`config.mk`:
```
export PLATFORM = sky130hd
export DESIGN_NAME = counter_cmd_seq_flat
export DESIGN_NICKNAME = d
export VERILOG_FILES = /design/src/rtl/counter_cmd_seq_if.sv /design/src/rtl/counter_cmd_seq.sv /design/src/flat_wrapper.sv
export SDC_FILE = /design/constraint.sdc
export NUM_CORES = 1
export LEC_CHECK = 0
export ABC_CLOCK_PERIOD_IN_PS = 5220
export CORE_MARGIN = 3
export CORE_UTILIZATION = 30
export CTS_BUF_LIST = sky130_fd_sc_hd__clkbuf_4 sky130_fd_sc_hd__clkbuf_8
export DETAILED_ROUTE_END_ITERATION = 8
export GPL_TIMING_DRIVEN = 1
export PLACE_DENSITY = 0.49
export SKIP_CTS_REPAIR_TIMING = 1
export SYNTH_ARGS = -nofsm -noshare
export SYNTH_HDL_FRONTEND = slang
export SYNTH_SLANG_ARGS = --single-unit
```
`constraint.sdc`:
```
create_clock -name clk_i -period 5.22 [get_ports clk_i]
set_input_delay 1.566 -clock clk_i [delete_from_list [all_inputs] [get_ports clk_i]]
set_output_delay 1.566 -clock clk_i [all_outputs]
set_load 0.02 [all_outputs]
```
`src/rtl/counter_cmd_seq_if.sv`:
```
// ---------------------------------------------------------------------------
// counter_cmd_seq_if
// Command push channel into the counter command sequencer.
//   cmd_valid_i : producer has a command on cmd_op_i / cmd_arg_i
//   cmd_ready_o : sequencer FIFO can take it (push on valid && ready)
//   cmd_op_i    : 00 NOP, 01 LOAD, 10 RUN, 11 HOLD
//   cmd_arg_i   : LOAD value (low bits) or RUN/HOLD cycle count
// Modports: master = command producer, slave = sequencer.
// ---------------------------------------------------------------------------
interface counter_cmd_seq_if #(
  parameter int LEN_W = 8
) ();
  logic             cmd_valid_i;
  logic             cmd_ready_o;
  logic [1:0]       cmd_op_i;
  logic [LEN_W-1:0] cmd_arg_i;

  modport master (
    output cmd_valid_i,
    output cmd_op_i,
    output cmd_arg_i,
    input  cmd_ready_o
  );

  modport slave (
    input  cmd_valid_i,
    input  cmd_op_i,
    input  cmd_arg_i,
    output cmd_ready_o
  );
endinterface

```
`src/rtl/counter_cmd_seq.sv`:
```
// ---------------------------------------------------------------------------
// counter_cmd_seq
// Command sequencer feeding a DATA_W-bit counter. Commands pushed over the
// cmd interface are queued in a DEPTH-entry FIFO and replayed as an exact,
// bubble-free pattern on enable_o / load_o / data_o.
// Ports:
//   clk_i     : clock, rising edge
//   rst_n_i   : asynchronous active-low reset
//   flush_i   : synchronous flush of queued and active commands
//   cmd       : command channel (slave modport of counter_cmd_seq_if)
//   enable_o  : counter enable
//   load_o    : counter load strobe
//   data_o    : counter load value, held between LOADs
//   busy_o    : command executing or FIFO non-empty
//   level_o   : FIFO occupancy
// ---------------------------------------------------------------------------
module counter_cmd_seq #(
  parameter int DATA_W = 4,
  parameter int LEN_W  = 8,
  parameter int DEPTH  = 4
) (
  input  logic                     clk_i,
  input  logic                     rst_n_i,
  input  logic                     flush_i,
  counter_cmd_seq_if.slave         cmd,
  output logic                     enable_o,
  output logic                     load_o,
  output logic [DATA_W-1:0]        data_o,
  output logic                     busy_o,
  output logic [$clog2(DEPTH):0]   level_o
);

  localparam int PTR_W = $clog2(DEPTH);

  localparam logic [1:0] OP_NOP  = 2'b00;
  localparam logic [1:0] OP_LOAD = 2'b01;
  localparam logic [1:0] OP_RUN  = 2'b10;
  localparam logic [1:0] OP_HOLD = 2'b11;

  typedef enum logic {
    IDLE,
    EXEC
  } state_t;

  state_t             state_q, state_d;
  logic [LEN_W-1:0]   rem_q, rem_d;
  logic               enable_d, load_d;
  logic [DATA_W-1:0]  data_d;

  logic [1:0]         op_mem  [DEPTH];
  logic [LEN_W-1:0]   arg_mem [DEPTH];
  logic [PTR_W-1:0]   wr_ptr_q, rd_ptr_q;
  logic [PTR_W:0]     level_q;

  logic               push, pop;
  logic [1:0]         head_op;
  logic [LEN_W-1:0]   head_arg;

  // Ready ignores any pop in the same cycle: a full FIFO never accepts.
  assign cmd.cmd_ready_o = (level_q < (PTR_W+1)'(DEPTH)) && !flush_i;
  assign push            = cmd.cmd_valid_i && cmd.cmd_ready_o;

  // The head is taken either when idle or on the final cycle of the
  // running command, so the next command starts with no bubble.
  assign pop = !flush_i && (level_q != '0) &&
               ((state_q == IDLE) || (rem_q == LEN_W'(1)));

  assign head_op  = op_mem[rd_ptr_q];
  assign head_arg = arg_mem[rd_ptr_q];

  assign level_o = level_q;
  assign busy_o  = (state_q == EXEC) || (level_q != '0);

  // FIFO storage has no reset; only the pointers and level define validity.
  always_ff @(posedge clk_i) begin
    if (push) begin
      op_mem[wr_ptr_q]  <= cmd.cmd_op_i;
      arg_mem[wr_ptr_q] <= cmd.cmd_arg_i;
    end
  end

  // FIFO pointers and occupancy; flush empties the queue outright.
  always_ff @(posedge clk_i or negedge rst_n_i) begin
    if (!rst_n_i) begin
      wr_ptr_q <= '0;
      rd_ptr_q <= '0;
      level_q  <= '0;
    end else if (flush_i) begin
      wr_ptr_q <= '0;
      rd_ptr_q <= '0;
      level_q  <= '0;
    end else begin
      if (push) begin
        wr_ptr_q <= wr_ptr_q + PTR_W'(1);
      end
      if (pop) begin
        rd_ptr_q <= rd_ptr_q + PTR_W'(1);
      end
      case ({push, pop})
        2'b10:   level_q <= level_q + (PTR_W+1)'(1);
        2'b01:   level_q <= level_q - (PTR_W+1)'(1);
        default: level_q <= level_q;
      endcase
    end
  end

  // Execution state and registered counter-side outputs.
  always_ff @(posedge clk_i or negedge rst_n_i) begin
    if (!rst_n_i) begin
      state_q  <= IDLE;
      rem_q    <= '0;
      enable_o <= 1'b0;
      load_o   <= 1'b0;
      data_o   <= '0;
    end else begin
      state_q  <= state_d;
      rem_q    <= rem_d;
      enable_o <= enable_d;
      load_o   <= load_d;
      data_o   <= data_d;
    end
  end

  // Next-state decode. Every command lasts at least one cycle, so rem is
  // loaded with 1 for LOAD, NOP and zero-length RUN/HOLD. data_o is only
  // ever changed by a LOAD.
  always_comb begin
    state_d  = state_q;
    rem_d    = rem_q;
    enable_d = enable_o;
    load_d   = load_o;
    data_d   = data_o;

    if (flush_i) begin
      state_d  = IDLE;
      rem_d    = '0;
      enable_d = 1'b0;
      load_d   = 1'b0;
    end else if (pop) begin
      state_d  = EXEC;
      rem_d    = LEN_W'(1);
      enable_d = 1'b0;
      load_d   = 1'b0;
      case (head_op)
        OP_LOAD: begin
          enable_d = 1'b1;
          load_d   = 1'b1;
          data_d   = head_arg[DATA_W-1:0];
        end
        OP_RUN: begin
          if (head_arg != '0) begin
            enable_d = 1'b1;
            rem_d    = head_arg;
          end
        end
        OP_HOLD: begin
          if (head_arg != '0) begin
            rem_d = head_arg;
          end
        end
        OP_NOP:  begin
          rem_d = LEN_W'(1);
        end
        default: begin
          rem_d = LEN_W'(1);
        end
      endcase
    end else if (state_q == EXEC) begin
      if (rem_q == LEN_W'(1)) begin
        state_d  = IDLE;
        rem_d    = '0;
        enable_d = 1'b0;
        load_d   = 1'b0;
      end else begin
        rem_d = rem_q - LEN_W'(1);
      end
    end
  end

endmodule

```
`src/flat_wrapper.sv`:
```
// flat-port wrapper written by rule: the top's interface ports become plain ports
module counter_cmd_seq_flat 
#(
  parameter int DATA_W = 4,
  parameter int LEN_W  = 8,
  parameter int DEPTH  = 4
)
  (clk_i, rst_n_i, flush_i, enable_o, load_o, data_o, busy_o, level_o, cmd_cmd_valid_i, cmd_cmd_op_i, cmd_cmd_arg_i, cmd_cmd_ready_o);
  counter_cmd_seq_if #(.LEN_W(LEN_W)) cmd_i ();
  input  logic clk_i;
  input  logic rst_n_i;
  input  logic flush_i;
  output logic enable_o;
  output logic load_o;
  output logic [DATA_W-1:0] data_o;
  output logic busy_o;
  output logic [$clog2(DEPTH):0] level_o;
  input wire logic [$bits(cmd_i.cmd_valid_i)-1:0] cmd_cmd_valid_i;
  input wire logic [$bits(cmd_i.cmd_op_i)-1:0] cmd_cmd_op_i;
  input wire logic [$bits(cmd_i.cmd_arg_i)-1:0] cmd_cmd_arg_i;
  output wire logic [$bits(cmd_i.cmd_ready_o)-1:0] cmd_cmd_ready_o;
  assign cmd_i.cmd_valid_i = cmd_cmd_valid_i;
  assign cmd_i.cmd_op_i = cmd_cmd_op_i;
  assign cmd_i.cmd_arg_i = cmd_cmd_arg_i;
  assign cmd_cmd_ready_o = cmd_i.cmd_ready_o;
  counter_cmd_seq #(.DATA_W(DATA_W), .LEN_W(LEN_W), .DEPTH(DEPTH)) u_core (.clk_i(clk_i), .rst_n_i(rst_n_i), .flush_i(flush_i), .cmd(cmd_i), .enable_o(enable_o), .load_o(load_o), .data_o(data_o), .busy_o(busy_o), .level_o(level_o));
endmodule
```
Yosys cells after proc, flatten, opt, wreduce, memory -nomap -nowiden
Memory sizes are Yosys's and may differ from the RTL's. Index checks and enable logic that the tools add are counted.

Memories kept: 2. Memory bits (writable): 40. Bits of input ports: 14. Bits in registers: 22. Output and inout port bits: 11. Logic and storage cells: 68.

Memories: u_core.arg_mem (words 4, bits a word 8, read ports 1, clocked after memory_dff 0, wr ports 1, line counter_cmd_seq.sv:51) `logic [LEN_W-1:0] arg_mem [DEPTH];`; u_core.op_mem (words 4, bits a word 2, read ports 1, clocked after memory_dff 0, wr ports 1, line counter_cmd_seq.sv:50) `logic [1:0] op_mem [DEPTH];`.

Magnitude comparators: 1. Equal/unequal tests: 6. Add/subtract/negate cells: 5. Reductions and logical operators: 17. Bitwise gates (word level): 2. Muxes and demuxes: 27.

Operators with widths (count): $mux 8 (6); $mux 1 (14); $reduce_bool 3->1 (4); $eq 8x1->1 const B (1); $mux 2 (4); $reduce_bool 8->1 (1); $sub 8x1->8 const B (1); $eq 2x2->1 const B (3); $pmux 3 s2 (1); $add 2x1->2 const B (2); $eq 2x1->1 const B (2); $logic_and 1x1->1 (4); $reduce_bool 2->1 (2); $add 3x1->3 const B (1); $lt 3x3->1 const B (1); $mux 3 (1); $reduce_and 3->1 (1); $sub 3x1->3 const B (1); $logic_or 1x1->1 (2); $not 1->1 (2); $pmux 1 s2 (1); $reduce_and 2->1 (1); $reduce_or 2->1 (1); $logic_not 1->1 (1).

Longest topological paths before layout
Depth in word-level cells: 6. Mapped depth: 10. Gate-level depth less buffers: 9.

Worst setup path before layout
No wires, ideal clock.

Path kind: input-to-output. Start: input port flush_i. End: output port cmd_cmd_ready_o. Stages on the path: 1. Slack: 1.656 ns. Arrival time: 1.998 ns. Required time: 3.654 ns. Path buffers: 0. Cells stage by stage: nor2_1.

Cells in the longest elaborated chain, start to end: 2.

Ends and longest elaborated chain: start: declaration (line flat_wrapper.sv:12) `input logic flush_i;`; $logic_not 1->1 (line counter_cmd_seq.sv:60) `assign cmd.cmd_ready_o = (level_q < (PTR_W+1)'(DEPTH)) && !flush_i;`; $logic_and 1x1->1 (line counter_cmd_seq.sv:60); end: declaration (line flat_wrapper.sv:21) `output wire logic [$bits(cmd_i.cmd_ready_o)-1:0] cmd_cmd_ready_o;`.

No other way between the ends.

Worst setup path after layout
Ends and elaborated chain as after synthesis.

==> qor.json <==
{
  "run_status": {"value": "completed"},
  "count_of_h_tree_levels_built_during_cts": {"value": 3},
  "post_drt_wl_per_cell": {"value": 16.6, "unit": "um"},
  "cts_tree": {"value": "built"},
  "critical_path.max_fanout": {"value": 7},
  "p_int": {"value": 1220, "unit": "uW"},
  "comb_power_share": {"value": 34.2, "unit": "%"},
  "holdCritPathClass": {"value": "flop to flop"},
  "grt_pass1_vias": {"value": 1741},
  "critical_path_arrival": {"value": 3.01, "unit": "ns"},
  "ys_seq_area_share": {"value": 61.7, "unit": "%"},
  "critical_path.max_stage_delay": {"value": 0.68, "unit": "ns"},
  "p_per_area": {"value": 540, "unit": "nW/um^2"},
  "crit_top_cell": {"value": "sky130_fd_sc_hd__clkdlybuf4s50_1"},
  "critPathTopFamily": {"value": "buffers and inverters"},
  "place.detailed.hpwl": {"value": 3.79, "unit": "mm"},
  "vertical_extent_of_the_die": {"value": 103, "unit": "um"},
  "synthCells": {"value": 201},
  "global_placement_routability_congestion": {"value": 0.793},
  "finalHoldViolations": {"value": 0},
  "yosys.cell_types.count": {"value": 42},
  "grt_use_total": {"value": 11.7, "unit": "%"},
  "core_area": {"value": 8930, "unit": "um^2"},
  "grt_start_max_net_pins": {"value": 23},
  "final_antenna_net_count": {"value": 0},
  "p_leak": {"value": 0.00125, "unit": "uW"},
  "cts-root-buf": {"value": "sky130_fd_sc_hd__clkbuf_8"},
  "critPathLaunchType": {"value": "primary input"},
  "final_min_period_over_clock_period": {"value": 87.7, "unit": "%"},
  "floorplan.initialDensity": {"value": 31.8, "unit": "%"},
  "worst_pin_slew": {"value": 1.09, "unit": "ns"},
  "totalWireLength": {"value": 5.73, "unit": "mm"},
  "via_count": {"value": 1708},
  "nNetsFinal": {"value": 255},
  "post_synth_instance_area": {"value": 2840, "unit": "um^2"},
  "ir_drop": {"value": 0.161, "unit": "mV"},
  "clock_edge_transition_at_the_registers_on_the_reported_setup_and_hold_paths": {"value": 0.07, "unit": "ns"},
  "cts.sinks": {"value": 62},
  "die-area": {"value": 10700, "unit": "um^2"},
  "cp_capture_type": {"value": "primary output"},
  "drive_above_1_share": {"value": 16.1, "unit": "%"},
  "switching_power": {"value": 632, "unit": "uW"},
  "initial_antenna_violation_count": {"value": 0},
  "numCtsBuffers": {"value": 9},
  "synth-seq-cells": {"value": 62},
  "power_switching_share": {"value": 34.2, "unit": "%"},
  "async_reset_ff_share": {"value": 35.5, "unit": "%"},
  "synth_enable_flop_cells": {"value": 40},
  "critical_path_required_time": {"value": 3.65, "unit": "ns"},
  "fmax": {"value": 218, "unit": "MHz"},
  "timing.slew.headroom": {"value": 26.8, "unit": "%"},
  "multi_input_area": {"value": 1010, "unit": "um^2"},
  "first_pass_grt_wire_length": {"value": 9.08, "unit": "mm"},
  "count_of_input_and_output_buffers": {"value": 24},
  "antennaDiodeCount": {"value": 0},
  "path_cells": {"value": "clkdlybuf4s50_1, nor2_1, clkdlybuf4s50_1"},
  "final-max-slew-violation-count": {"value": 0},
  "fin_worst_skew": {"value": 0.00425, "unit": "ns"},
  "area_delta_synth_final": {"value": 20.4, "unit": "%"},
  "report.final.setup_viol": {"value": 0},
  "clock_insertion_delay_worst_skew": {"value": 0.33, "unit": "ns"},
  "num_rows": {"value": 34},
  "post_drt_via_cell_ratio": {"value": 4.97},
  "part_of_the_total_power_dissipated_in_the_clock_network": {"value": 27.6, "unit": "%"},
  "post_synth.cell_area_avg": {"value": 14.1, "unit": "um^2"},
  "fin_tns_setup": {"value": 0, "unit": "ns"},
  "rsz0062_at_grt": {"value": "false"},
  "timing.critical_path.slowest_stage_cell": {"value": "sky130_fd_sc_hd__clkdlybuf4s50_1"},
  "p_seq_share": {"value": 38.2, "unit": "%"},
  "criticalPathCategory": {"value": "primary input to primary output"},
  "n_fill_cell": {"value": 871},
  "dominantRegCellSynth": {"value": "sky130_fd_sc_hd__edfxtp_1"},
  "post-route-util": {"value": 38.2, "unit": "%"},
  "gr-total-overflow": {"value": 0},
  "final.min_clock_period": {"value": 4.58, "unit": "ns"},
  "drt_first_iter_violations": {"value": 68},
  "max_cap_violations": {"value": 0},
  "synth_warnings": {"value": 0},
  "critPathBufInv": {"value": 2},
  "drt_pre_antenna_iters": {"value": 4},
  "synth_nets": {"value": 225},
  "die-width": {"value": 103, "unit": "um"},
  "maximum_clock_insertion_buffer_count": {"value": 2},
  "layout.area.seq": {"value": 1750, "unit": "um^2"},
  "detail_route.drc_violations": {"value": 0},
  "top_level_ports": {"value": 25}
}
[cell type report]
type | count | share of cell area [%]
Tap cell | 108 | 3.95
Clock inverter | 6 | 3.22
Inverter | 8 | 0.879
Sequential cell | 62 | 51.3
Clock buffer | 10 | 3.84
Timing Repair Buffer | 25 | 7.25
Multi-Input combinational cell | 125 | 29.6
[kinds of logic (layout without fill, tap and decap cells)]
group	after synthesis	in the layout	synth area share, %
AO/OA/AOI/OAI	36	36	7.98
buffers and inverters	14	49	2.65
XOR/XNOR	3	3	0.926
flip-flops	62	62	61.7
multiplexers	17	17	10.7
AND/OR/NAND/NOR	59	59	11.3
adder cells (fa/ha/maj)	10	10	4.67
[path summary, 6_finish.rpt]
kind	startpoint	end	slack (ns)	cells after the start
worst max-delay path	flush_i	cmd_cmd_ready_o	0.64	3
worst min-delay path	u_core.data_o[0]	u_core.data_o[0]	0.51	1
worst max register to register	u_core.rem_q[0]	u_core.level_o[2]	2.54	8
worst min register to register	u_core.data_o[0]	u_core.data_o[0]	0.51	1
max in group asynchronous	rst_n_i	u_core.wr_ptr_q[1]	2.74	1
min in group asynchronous	rst_n_i	u_core.load_o	1.82	1
[synth_stat cells, types with 2 or more instances]
| cell | number | area share (%) |
|---|---|---|
| sky130_fd_sc_hd__edfxtp_1 | 40 | 42 |
| sky130_fd_sc_hd__a31oi_1 | 2 | 0.44 |
| sky130_fd_sc_hd__clkbuf_1 | 2 | 0.26 |
| sky130_fd_sc_hd__buf_6 | 2 | 0.79 |
| sky130_fd_sc_hd__a21boi_0 | 2 | 0.53 |
| sky130_fd_sc_hd__a211oi_1 | 2 | 0.53 |
| sky130_fd_sc_hd__a311oi_1 | 2 | 0.62 |
| sky130_fd_sc_hd__and3_1 | 4 | 0.88 |
| sky130_fd_sc_hd__nand3_1 | 7 | 1.2 |
| sky130_fd_sc_hd__nand2_1 | 10 | 1.3 |
| sky130_fd_sc_hd__o21ai_0 | 12 | 2.1 |
| sky130_fd_sc_hd__a21oi_1 | 9 | 1.6 |
| sky130_fd_sc_hd__nor4_1 | 2 | 0.44 |
| sky130_fd_sc_hd__inv_1 | 7 | 0.93 |
| sky130_fd_sc_hd__nor3_1 | 7 | 1.2 |
| sky130_fd_sc_hd__nor2_1 | 16 | 2.1 |
| sky130_fd_sc_hd__mux4_2 | 10 | 7.9 |
| sky130_fd_sc_hd__a32oi_1 | 2 | 0.62 |
| sky130_fd_sc_hd__nor2b_1 | 2 | 0.44 |
| sky130_fd_sc_hd__dfrtp_1 | 22 | 19 |
| sky130_fd_sc_hd__xor2_1 | 2 | 0.62 |
| sky130_fd_sc_hd__mux2_2 | 7 | 2.8 |
| sky130_fd_sc_hd__ha_1 | 9 | 4.0 |
| sky130_fd_sc_hd__nor3b_1 | 2 | 0.53 |
| sky130_fd_sc_hd__nand3b_1 | 2 | 0.53 |
[power groups by stage]
stage | logic [uW] | clock network (uW) | registers (uW)
detailed placement | 635 | 0 | 719
CTS | 638 | 523 | 708
global placement | 635 | 0 | 717
global route | 708 | 543 | 720
finish | 631 | 510 | 706
floorplan | 443 | 0 | 711
[routing by layer]
layer | wire, um | GRT usage, %
met5 | 0 | 0
met4 | 37 | 3.59
met3 | 269 | 4.23
met2 | 2590 | 17.4
met1 | 2830 | 16.1
[registers in the layout, summed over array words and instances (netlist names)]
name and count:
u_core.state_q 1, u_core.arg_mem 32, u_core.op_mem 8, u_core.enable_o 1, u_core.rem_q 8, u_core.rd_ptr_q 2
u_core.load_o 1, u_core.wr_ptr_q 2, u_core.data_o 4, u_core.level_o 3
[cell usage in the layout, fill, tap and decap left out, types with 2 or more instances in the layout]
master / netlist / final
sky130_fd_sc_hd__edfxtp_1: 40 / 40
sky130_fd_sc_hd__clkdlybuf4s50_1: 0 / 24
sky130_fd_sc_hd__dfrtp_1: 22 / 22
sky130_fd_sc_hd__nor2_1: 16 / 16
sky130_fd_sc_hd__o21ai_0: 12 / 12
sky130_fd_sc_hd__mux4_2: 10 / 10
sky130_fd_sc_hd__nand2_1: 10 / 10
sky130_fd_sc_hd__a21oi_1: 9 / 9
sky130_fd_sc_hd__ha_1: 9 / 9
sky130_fd_sc_hd__clkbuf_8: 0 / 9
sky130_fd_sc_hd__inv_1: 7 / 7
sky130_fd_sc_hd__nor3_1: 7 / 7
sky130_fd_sc_hd__nand3_1: 7 / 7
sky130_fd_sc_hd__mux2_2: 7 / 7
sky130_fd_sc_hd__and3_1: 4 / 4
sky130_fd_sc_hd__bufinv_16: 0 / 3
sky130_fd_sc_hd__nor3b_1: 2 / 2
sky130_fd_sc_hd__nor2b_1: 2 / 2
sky130_fd_sc_hd__nor4_1: 2 / 2
sky130_fd_sc_hd__a21boi_0: 2 / 2
sky130_fd_sc_hd__a31oi_1: 2 / 2
sky130_fd_sc_hd__xor2_1: 2 / 2
sky130_fd_sc_hd__a32oi_1: 2 / 2
sky130_fd_sc_hd__nand3b_1: 2 / 2
sky130_fd_sc_hd__a211oi_1: 2 / 2
sky130_fd_sc_hd__a311oi_1: 2 / 2
[metrics by stage]
stage          power (uW)  setup WS, ns  cells  hold WS [ns]  cell area, um^2
2_1_floorplan        1150          1.66    201         0.550             2840
3_3_place_gp         1350         0.623    328         0.495             3180
3_5_place_dp         1350         0.617    328         0.501             3180
4_1_cts              1870         0.609    344         0.517             3420
5_1_grt              1970         0.508    344         0.529             3420
6_report             1850         0.643    344         0.509             3420
Note: power is estimated with default switching activity, not from simulation.
